==> src/rtl/bank_timing_scheduler_pkg.sv <==
// Shared types and timing defaults for the per-bank command legality controller.
package MemoryController_Definitions;

  typedef enum logic [1:0] {
    CMD_ACT = 2'd0,
    CMD_RD  = 2'd1,
    CMD_WR  = 2'd2,
    CMD_PRE = 2'd3
  } bank_cmd_t;

  typedef enum logic [1:0] {
    BANK_IDLE        = 2'd0,
    BANK_ACTIVATING  = 2'd1,
    BANK_ACTIVE      = 2'd2,
    BANK_PRECHARGING = 2'd3
  } bank_state_t;

  localparam int unsigned DEF_T_RCD = 4;
  localparam int unsigned DEF_T_RP  = 4;
  localparam int unsigned DEF_T_RAS = 10;
  localparam int unsigned DEF_T_WR  = 6;
  localparam int unsigned DEF_T_RTP = 3;
  localparam int unsigned ROW_W     = 16;

  localparam int unsigned TMR_W = 6;
  localparam logic [TMR_W-1:0] TMR_MAX = 6'd62;

  // A constraint of N cycles is loaded as N-1 so the dependent command lands at edge k+N.
  function automatic logic [TMR_W-1:0] tmr_load(input int unsigned cycles);
    if (cycles == 0) begin
      return '0;
    end else if (cycles - 1 > 62) begin
      return TMR_MAX;
    end else begin
      return TMR_W'(cycles - 1);
    end
  endfunction

endpackage

==> src/rtl/bank_timing_scheduler_if.sv <==
// Command handshake and bank status between the rank scheduler and one bank controller.
interface bank_timing_scheduler_if
  import MemoryController_Definitions::*;
#(
  parameter int unsigned ROW_W = MemoryController_Definitions::ROW_W
);

  logic              cmd_valid;
  bank_cmd_t         cmd_type;
  logic [ROW_W-1:0]  cmd_row;
  logic              cmd_ready;
  logic              cmd_illegal;
  bank_state_t       bank_state;
  logic              row_open;
  logic [ROW_W-1:0]  open_row;

  modport master (
    output cmd_valid, cmd_type, cmd_row,
    input  cmd_ready, cmd_illegal, bank_state, row_open, open_row
  );

  modport slave (
    input  cmd_valid, cmd_type, cmd_row,
    output cmd_ready, cmd_illegal, bank_state, row_open, open_row
  );

endinterface

==> src/rtl/bank_timing_scheduler_timer.sv <==
// 6-bit constraint timer: load wins over decrement, decrements to zero and saturates.
module bank_constraint_timer
  import MemoryController_Definitions::*;
(
  input  logic             clk,
  input  logic             rst,
  input  logic             load_en,
  input  logic [TMR_W-1:0] load_val,
  output logic             expired,
  output logic [TMR_W-1:0] count
);

  logic [TMR_W-1:0] count_q, count_d;

  always_comb begin
    count_d = count_q;
    if (load_en) begin
      count_d = (load_val > TMR_MAX) ? TMR_MAX : load_val;
    end else if (count_q != '0) begin
      count_d = count_q - 6'd1;
    end
  end

  always_ff @(posedge clk or negedge rst) begin
    if (!rst) begin
      count_q <= '0;
    end else begin
      count_q <= count_d;
    end
  end

  assign expired = (count_q == '0);
  assign count   = count_q;

endmodule

==> src/rtl/bank_timing_scheduler.sv <==
// Per-bank FSM and command legality decode; grants ACT/RD/WR/PRE only when state and timers allow.
module bank_timing_scheduler
  import MemoryController_Definitions::*;
#(
  parameter int unsigned T_RCD = DEF_T_RCD,
  parameter int unsigned T_RP  = DEF_T_RP,
  parameter int unsigned T_RAS = DEF_T_RAS,
  parameter int unsigned T_WR  = DEF_T_WR,
  parameter int unsigned T_RTP = DEF_T_RTP,
  parameter int unsigned ROW_W = MemoryController_Definitions::ROW_W
)(
  input  logic clk,
  input  logic rst,
  bank_timing_scheduler_if.slave bus
);

  if (T_RCD < 1 || T_RCD > 63 || T_RP < 1 || T_RP > 63 || T_RAS < 1 || T_RAS > 63 ||
      T_WR < 1 || T_WR > 63 || T_RTP < 1 || T_RTP > 63) begin : g_bad_timing
    $error("bank_timing_scheduler: timing parameters must lie in 1..63");
  end

  localparam logic [TMR_W-1:0] L_RCD = tmr_load(T_RCD);
  localparam logic [TMR_W-1:0] L_RP  = tmr_load(T_RP);
  localparam logic [TMR_W-1:0] L_RAS = tmr_load(T_RAS);
  localparam logic [TMR_W-1:0] L_WR  = tmr_load(T_WR);
  localparam logic [TMR_W-1:0] L_RTP = tmr_load(T_RTP);

  bank_state_t      state_q, state_d;
  logic [ROW_W-1:0] open_row_q, open_row_d;
  logic             illegal_q, illegal_d;

  logic             rcd_ld, rp_ld, ras_ld, pre_ld;
  logic [TMR_W-1:0] pre_ld_val, pre_dec;
  logic             rcd_exp, rp_exp, ras_exp, pre_exp;
  logic [TMR_W-1:0] rcd_cnt, rp_cnt, ras_cnt, pre_cnt;
  logic             unused_ras_cnt;

  logic ready_raw, never_legal, accept;

  bank_constraint_timer u_rcd (.clk(clk), .rst(rst), .load_en(rcd_ld), .load_val(L_RCD),
                               .expired(rcd_exp), .count(rcd_cnt));
  bank_constraint_timer u_rp  (.clk(clk), .rst(rst), .load_en(rp_ld),  .load_val(L_RP),
                               .expired(rp_exp),  .count(rp_cnt));
  bank_constraint_timer u_ras (.clk(clk), .rst(rst), .load_en(ras_ld), .load_val(L_RAS),
                               .expired(ras_exp), .count(ras_cnt));
  bank_constraint_timer u_pre (.clk(clk), .rst(rst), .load_en(pre_ld), .load_val(pre_ld_val),
                               .expired(pre_exp), .count(pre_cnt));

  assign unused_ras_cnt = ^ras_cnt;

  // Legality depends only on registered state and timers, never on cmd_valid.
  always_comb begin
    ready_raw   = 1'b0;
    never_legal = 1'b0;
    unique case (state_q)
      BANK_IDLE: begin
        if (bus.cmd_type == CMD_ACT) ready_raw = rp_exp;
        else                         never_legal = 1'b1;
      end
      BANK_ACTIVATING: begin
        if (bus.cmd_type == CMD_ACT || bus.cmd_type == CMD_PRE) never_legal = 1'b1;
      end
      BANK_ACTIVE: begin
        unique case (bus.cmd_type)
          CMD_ACT:        never_legal = 1'b1;
          CMD_RD, CMD_WR: ready_raw   = 1'b1;
          CMD_PRE:        ready_raw   = ras_exp & pre_exp;
          default:        never_legal = 1'b1;
        endcase
      end
      BANK_PRECHARGING: never_legal = 1'b1;
      default:          never_legal = 1'b1;
    endcase
  end

  assign bus.cmd_ready = ready_raw & rst;
  assign accept        = bus.cmd_valid & bus.cmd_ready;

  // Merge against the value pre_timer would reach this edge, so a later RD/WR never adds a cycle.
  assign pre_dec = pre_exp ? '0 : (pre_cnt - 6'd1);

  always_comb begin
    state_d    = state_q;
    open_row_d = open_row_q;
    illegal_d  = bus.cmd_valid & never_legal;
    rcd_ld     = 1'b0;
    rp_ld      = 1'b0;
    ras_ld     = 1'b0;
    pre_ld     = 1'b0;
    pre_ld_val = pre_dec;
    unique case (state_q)
      BANK_IDLE: begin
        if (accept) begin
          rcd_ld     = 1'b1;
          ras_ld     = 1'b1;
          open_row_d = bus.cmd_row;
          state_d    = (L_RCD == '0) ? BANK_ACTIVE : BANK_ACTIVATING;
        end
      end
      BANK_ACTIVATING: begin
        if (rcd_exp || rcd_cnt == 6'd1) state_d = BANK_ACTIVE;
      end
      BANK_ACTIVE: begin
        if (accept) begin
          unique case (bus.cmd_type)
            CMD_RD: begin
              pre_ld     = 1'b1;
              pre_ld_val = (pre_dec > L_RTP) ? pre_dec : L_RTP;
            end
            CMD_WR: begin
              pre_ld     = 1'b1;
              pre_ld_val = (pre_dec > L_WR) ? pre_dec : L_WR;
            end
            CMD_PRE: begin
              rp_ld   = 1'b1;
              state_d = (L_RP == '0) ? BANK_IDLE : BANK_PRECHARGING;
            end
            default: ;
          endcase
        end
      end
      BANK_PRECHARGING: begin
        if (rp_exp || rp_cnt == 6'd1) state_d = BANK_IDLE;
      end
      default: state_d = BANK_IDLE;
    endcase
  end

  always_ff @(posedge clk or negedge rst) begin
    if (!rst) begin
      state_q    <= BANK_IDLE;
      open_row_q <= '0;
      illegal_q  <= 1'b0;
    end else begin
      state_q    <= state_d;
      open_row_q <= open_row_d;
      illegal_q  <= illegal_d;
    end
  end

  assign bus.bank_state  = state_q;
  assign bus.open_row    = open_row_q;
  assign bus.cmd_illegal = illegal_q;
  assign bus.row_open    = (state_q == BANK_ACTIVATING) || (state_q == BANK_ACTIVE);

`ifdef ASSERTION
  a_hold_stable: assert property (@(posedge clk) disable iff (!rst)
    (bus.cmd_valid && !bus.cmd_ready) |=> (!bus.cmd_valid || bus.cmd_type == $past(bus.cmd_type)));
  a_accept_legal: assert property (@(posedge clk) disable iff (!rst)
    (bus.cmd_valid && bus.cmd_ready) |-> !never_legal);
`endif

endmodule

==> src/flat_wrapper.sv <==
// flat-port wrapper written by rule: the top's interface ports become plain ports
module bank_timing_scheduler_flat import MemoryController_Definitions::*;
#(
  parameter int unsigned T_RCD = DEF_T_RCD,
  parameter int unsigned T_RP  = DEF_T_RP,
  parameter int unsigned T_RAS = DEF_T_RAS,
  parameter int unsigned T_WR  = DEF_T_WR,
  parameter int unsigned T_RTP = DEF_T_RTP,
  parameter int unsigned ROW_W = MemoryController_Definitions::ROW_W
)
  (clk, rst, bus_cmd_valid, bus_cmd_type, bus_cmd_row, bus_cmd_ready, bus_cmd_illegal, bus_bank_state, bus_row_open, bus_open_row);
  bank_timing_scheduler_if #(.ROW_W(ROW_W)) bus_i ();
  input  logic clk;
  input  logic rst;
  input wire logic [$bits(bus_i.cmd_valid)-1:0] bus_cmd_valid;
  input wire logic [$bits(bus_i.cmd_type)-1:0] bus_cmd_type;
  input wire logic [$bits(bus_i.cmd_row)-1:0] bus_cmd_row;
  output wire logic [$bits(bus_i.cmd_ready)-1:0] bus_cmd_ready;
  output wire logic [$bits(bus_i.cmd_illegal)-1:0] bus_cmd_illegal;
  output wire logic [$bits(bus_i.bank_state)-1:0] bus_bank_state;
  output wire logic [$bits(bus_i.row_open)-1:0] bus_row_open;
  output wire logic [$bits(bus_i.open_row)-1:0] bus_open_row;
  assign bus_i.cmd_valid = bus_cmd_valid;
  assign bus_i.cmd_type = bus_cmd_type;
  assign bus_i.cmd_row = bus_cmd_row;
  assign bus_cmd_ready = bus_i.cmd_ready;
  assign bus_cmd_illegal = bus_i.cmd_illegal;
  assign bus_bank_state = bus_i.bank_state;
  assign bus_row_open = bus_i.row_open;
  assign bus_open_row = bus_i.open_row;
  bank_timing_scheduler #(.T_RCD(T_RCD), .T_RP(T_RP), .T_RAS(T_RAS), .T_WR(T_WR), .T_RTP(T_RTP), .ROW_W(ROW_W)) u_core (.clk(clk), .rst(rst), .bus(bus_i));
endmodule
==> config.mk <==
export PLATFORM = sky130hd
export DESIGN_NAME = bank_timing_scheduler_flat
export DESIGN_NICKNAME = d
export VERILOG_FILES = /design/src/rtl/bank_timing_scheduler_pkg.sv /design/src/rtl/bank_timing_scheduler_if.sv /design/src/rtl/bank_timing_scheduler_timer.sv /design/src/rtl/bank_timing_scheduler.sv /design/src/flat_wrapper.sv
export SDC_FILE = /design/constraint.sdc
export NUM_CORES = 1
export LEC_CHECK = 0
export ABC_CLOCK_PERIOD_IN_PS = 7900
export CAP_MARGIN = 20
export CORE_MARGIN = 2
export CORE_UTILIZATION = 35
export CTS_CLUSTER_DIAMETER = 50
export DETAILED_ROUTE_END_ITERATION = 10
export SLEW_MARGIN = 20
export SYNTH_ARGS = -nofsm -noshare
export SYNTH_HDL_FRONTEND = slang
export SYNTH_SLANG_ARGS = --single-unit
==> constraint.sdc <==
create_clock -name clk -period 7.9 [get_ports clk]
set_clock_uncertainty 0.1 [all_clocks]
set_input_delay 1.58 -clock clk [delete_from_list [all_inputs] [get_ports clk]]
set_output_delay 1.58 -clock clk [all_outputs]
set_load 0.005 [all_outputs]
==> flow_metrics.tcl <==
set metrics [dict create \
    comb_power_share 0.045 \
    final_core_density 0.452 \
    met2_wirelength_um 2250 \
    finalNetCount 318 \
    commonest_non_fill_non_tap_cell_in_the_layout "sky130_fd_sc_hd__dfrtp_1" \
    worstPathRequired_ns 6.22 \
    cts.repair.resized 0 \
    cell_internal_pwr_w 0.000358 \
    gr_util_all_layers 0.136 \
    drv_slew 0 \
    worstHoldPathCells 1 \
    final_layout_size_suffix_gt1_frac 0.124 \
    cpMaxStageDelayCell "sky130_fd_sc_hd__clkdlybuf4s50_1" \
    drt_pre_antenna_iters 4 \
    postSynth.asyncResetShare 1.00 \
    sort_of_element_at_the_end_of_the_critical_path "output port" \
    post_synth_main_area_contributors "sky130_fd_sc_hd__dfrtp_1 (43%), sky130_fd_sc_hd__ha_1 (8.0%), sky130_fd_sc_hd__mux2_4 (4.8%), sky130_fd_sc_hd__mux2_2 (4.5%), sky130_fd_sc_hd__nor2_1 (2.7%)" \
    cts-hold-fix-buffers 0 \
    worst_path_dominant_cell_family "buffers and inverters" \
    slowest_delay_ns 0.55 \
    max_clock_freq_ghz 0.183 \
    grt_overflow 0 \
    netSwitchingPower_w 0.0000864 \
    drc 0 \
    min-delay-path-class "flip-flop to flip-flop" \
    row_count 30 \
    final_area_um2 3090 \
    status "finished, final reports clean" \
    final.setup.tns_ns 0 \
    worst_pin_slew_ns 0.573 \
    dominantRegCellSynth "sky130_fd_sc_hd__dfrtp_1" \
    clock_sink_count 43 \
    cts-buffers-inserted 5 \
    post-dp-hpwl_um 3410 \
    detail_route.vias_per_cell 4.97 \
    synth_area_um2 2490 \
    syn_to_final_growth_pct 23.9 \
    worst_setup_hold_path_clk_slew_ns 0.08 \
    timing_worst_setup_path_type "input port to output port" \
    critPathArrivalTime_ns 3.80 \
    netlist-cell-type-count 47 \
    power_leakage_nw 1.32 \
    port-buffer-count 41 \
    drt_first_iter_violations 122 \
    seq_total_area_yosys 0.432 \
    clock_latency_ns 0.30 \
    peakVddDrop_mv 0.0825 \
    h-tree-depth 2 \
    drt-total-wl_um 4790 \
    critical_path_buf_inv_count 3 \
    maxUsedRoutingLayer "met4" \
    drt-met1-wl_um 2270 \
    met3RoutedLength_um 189 \
    timing.critical_path.mode_cell "sky130_fd_sc_hd__clkdlybuf4s50_1" \
    timing.critical_path.from_type "input port" \
    average_footprint_of_a_synthesized_cell_um2 10.3 \
    synth_cells 241 \
    post-synth-top-area-cell "sky130_fd_sc_hd__dfrtp_1" \
    power_frac_clock 0.458 \
    synth_top_area_frac 0.432 \
    cts-root-to-sink-buffers 2 \
    cts_tree "done" \
    gpl.final_weighted_congestion 0.848 \
    placement.cell_area_um2 2960 \
    dpl.cell_count 370 \
    first_pass_grt_wire_length_um 8410 \
    ios 42 \
    cts.repair_timing.setup_buffer_count 0 \
    finalCriticalPeriod_ns 5.48 \
    final_cell_count_no_fill 378 \
    vias_in_the_first_global_route 1876 \
    synth_enable_flop_cells 0 \
    overall_die_area_um2 7810 \
    antennaDiodeCount 0 \
    synth_warnings 0 \
    final-setup-viol-count 0 \
    grt_antenna_before_repair 0 \
    slew_limit_headroom 0.615 \
    worst-path-max-fanout 4 \
    sw_frac_of_total 0.194 \
    layout_worst_path_cycle_share 0.693 \
    floorplan.die.height_um 88.4 \
    maximum_number_of_pins_on_one_net_before_global_route_repair 46 \
    coreArea_um2 6830 \
    final_hold_viol_count 0 \
    vias 1880 \
    drt.antenna.violating_nets 0 \
    synth_fp_nets 278 \
    routed_length_per_instance_um 12.7 \
    synth.ff_latch_count 43 \
    rsz0062_at_grt "false" \
    max_cap_viol_count 0 \
    die_w_um 88.4 \
    worst-r2r-cell-count 7 \
    initial_core_util 0.365 \
    worstSetupPathDepth 7 \
    power.density_nw_per_um2 144 \
    cts_root_buf "sky130_fd_sc_hd__clkbuf_8" \
    sequentialPowerShare 0.496 \
    mostFrequentLayoutCells "sky130_fd_sc_hd__dfrtp_1 (43), sky130_fd_sc_hd__clkdlybuf4s50_1 (40), sky130_fd_sc_hd__nor2_1 (18)" \
    worstPathCellList "clkdlybuf4s50_1 -> inv_1 -> ha_1 -> nor4b_1 -> nand4_1 -> a21boi_0 -> clkdlybuf4s50_1" \
]
==> cells in the mapped netlist, drive strengths merged, types with 4 or more instances <==
cell    count
inv        14
mux2       18
nand2b      8
ha         16
nor4        4
or3         4
nand2      17
clkbuf      6
nor3       10
dfrtp      43
nor2       18
xnor2       5
nor3b       4
o21ai      10
nor2b       4
a21oi      13
==> stage by stage <==
step / setup slack (ns) / hold WS (ns) / total power (W)
CTS: 2.36 / 0.418 / 0.000452
global route: 2.22 / 0.440 / 0.000467
floorplan: 3.71 / 0.383 / 0.000229
global placement: 2.47 / 0.399 / 0.000245
detailed placement: 2.36 / 0.398 / 0.000246
finish: 2.42 / 0.410 / 0.000444
==> cells by family (layout without fill, tap and decap cells) <==
| family | after synthesis | count (layout) | share of synthesized area |
|---|---|---|---|
| xor+xnor | 7 | 7 | 0.0246 |
| flops | 43 | 43 | 0.432 |
| simple gates | 87 | 87 | 0.188 |
| compound gates | 44 | 44 | 0.120 |
| fa+ha+maj | 16 | 16 | 0.0803 |
| buf+inv | 23 | 64 | 0.0492 |
| mux | 21 | 21 | 0.105 |
==> metal layers <==
| metal | track usage | up-vias |
|---|---|---|
| li1 | - | 933 |
| met1 | 0.178 | 902 |
| met2 | 0.211 | 38 |
| met3 | 0.0401 | 7 |
| met4 | 0.0606 | 0 |
| met5 | 0 | - |
==> registers in the layout, summed over array words and instances, names as in the netlist <==
register and cells:
u_core.bus.open_row 16, u_core.u_pre.count 6, u_core.u_ras.count 6, u_core.u_rcd.count 6, u_core.u_rp.count 6, u_core.bus.bank_state 2, u_core.bus.cmd_illegal 1
==> area by class of cell <==
type	instances	area, µm²
Clock inverter	2	60.1
Inverter	14	52.6
Tap cell	96	120
Multi-Input combinational cell	175	1290
Fill cell	669	3740
Timing Repair Buffer	42	413
Clock buffer	6	72.6
Sequential cell	43	1080
==> power by group through the flow <==
stage	clock network [W]	registers [W]	logic, W
2_1_floorplan	0	0.000225	0.00000380
3_3_place_gp	0	0.000225	0.0000204
3_5_place_dp	0	0.000225	0.0000208
4_1_cts	0.000211	0.000220	0.0000209
5_1_grt	0.000224	0.000221	0.0000227
6_report	0.000204	0.000220	0.0000202
==> worst reg2reg max path, delay by kind of cell, from the launching register on <==
| kind | cells | cell delay, ns |
|---|---|---|
| mux | 1 | 0.40 |
| fa+ha+maj | 1 | 0.21 |
| simple gates | 2 | 0.84 |
| compound gates | 2 | 0.60 |
| buf+inv | 1 | 0.07 |
| flops | 1 | 0.42 |
==> path summary, 6_finish.rpt <==
path                            slack, ns                endpoint                   start
worst max register to register       5.17  u_core.bus.open_row[1]    u_core.u_rp.count[0]
max in group asynchronous            6.08   u_core.u_ras.count[1]                     rst
worst max-delay path                 2.42           bus_cmd_ready         bus_cmd_type[0]
min in group asynchronous            1.24    u_core.u_rp.count[2]                     rst
worst min-delay path                 0.41  u_core.bus.open_row[7]  u_core.bus.open_row[7]
worst min register to register       0.41  u_core.bus.open_row[7]  u_core.bus.open_row[7]
No activity file was read; power rests on OpenSTA's default activity.
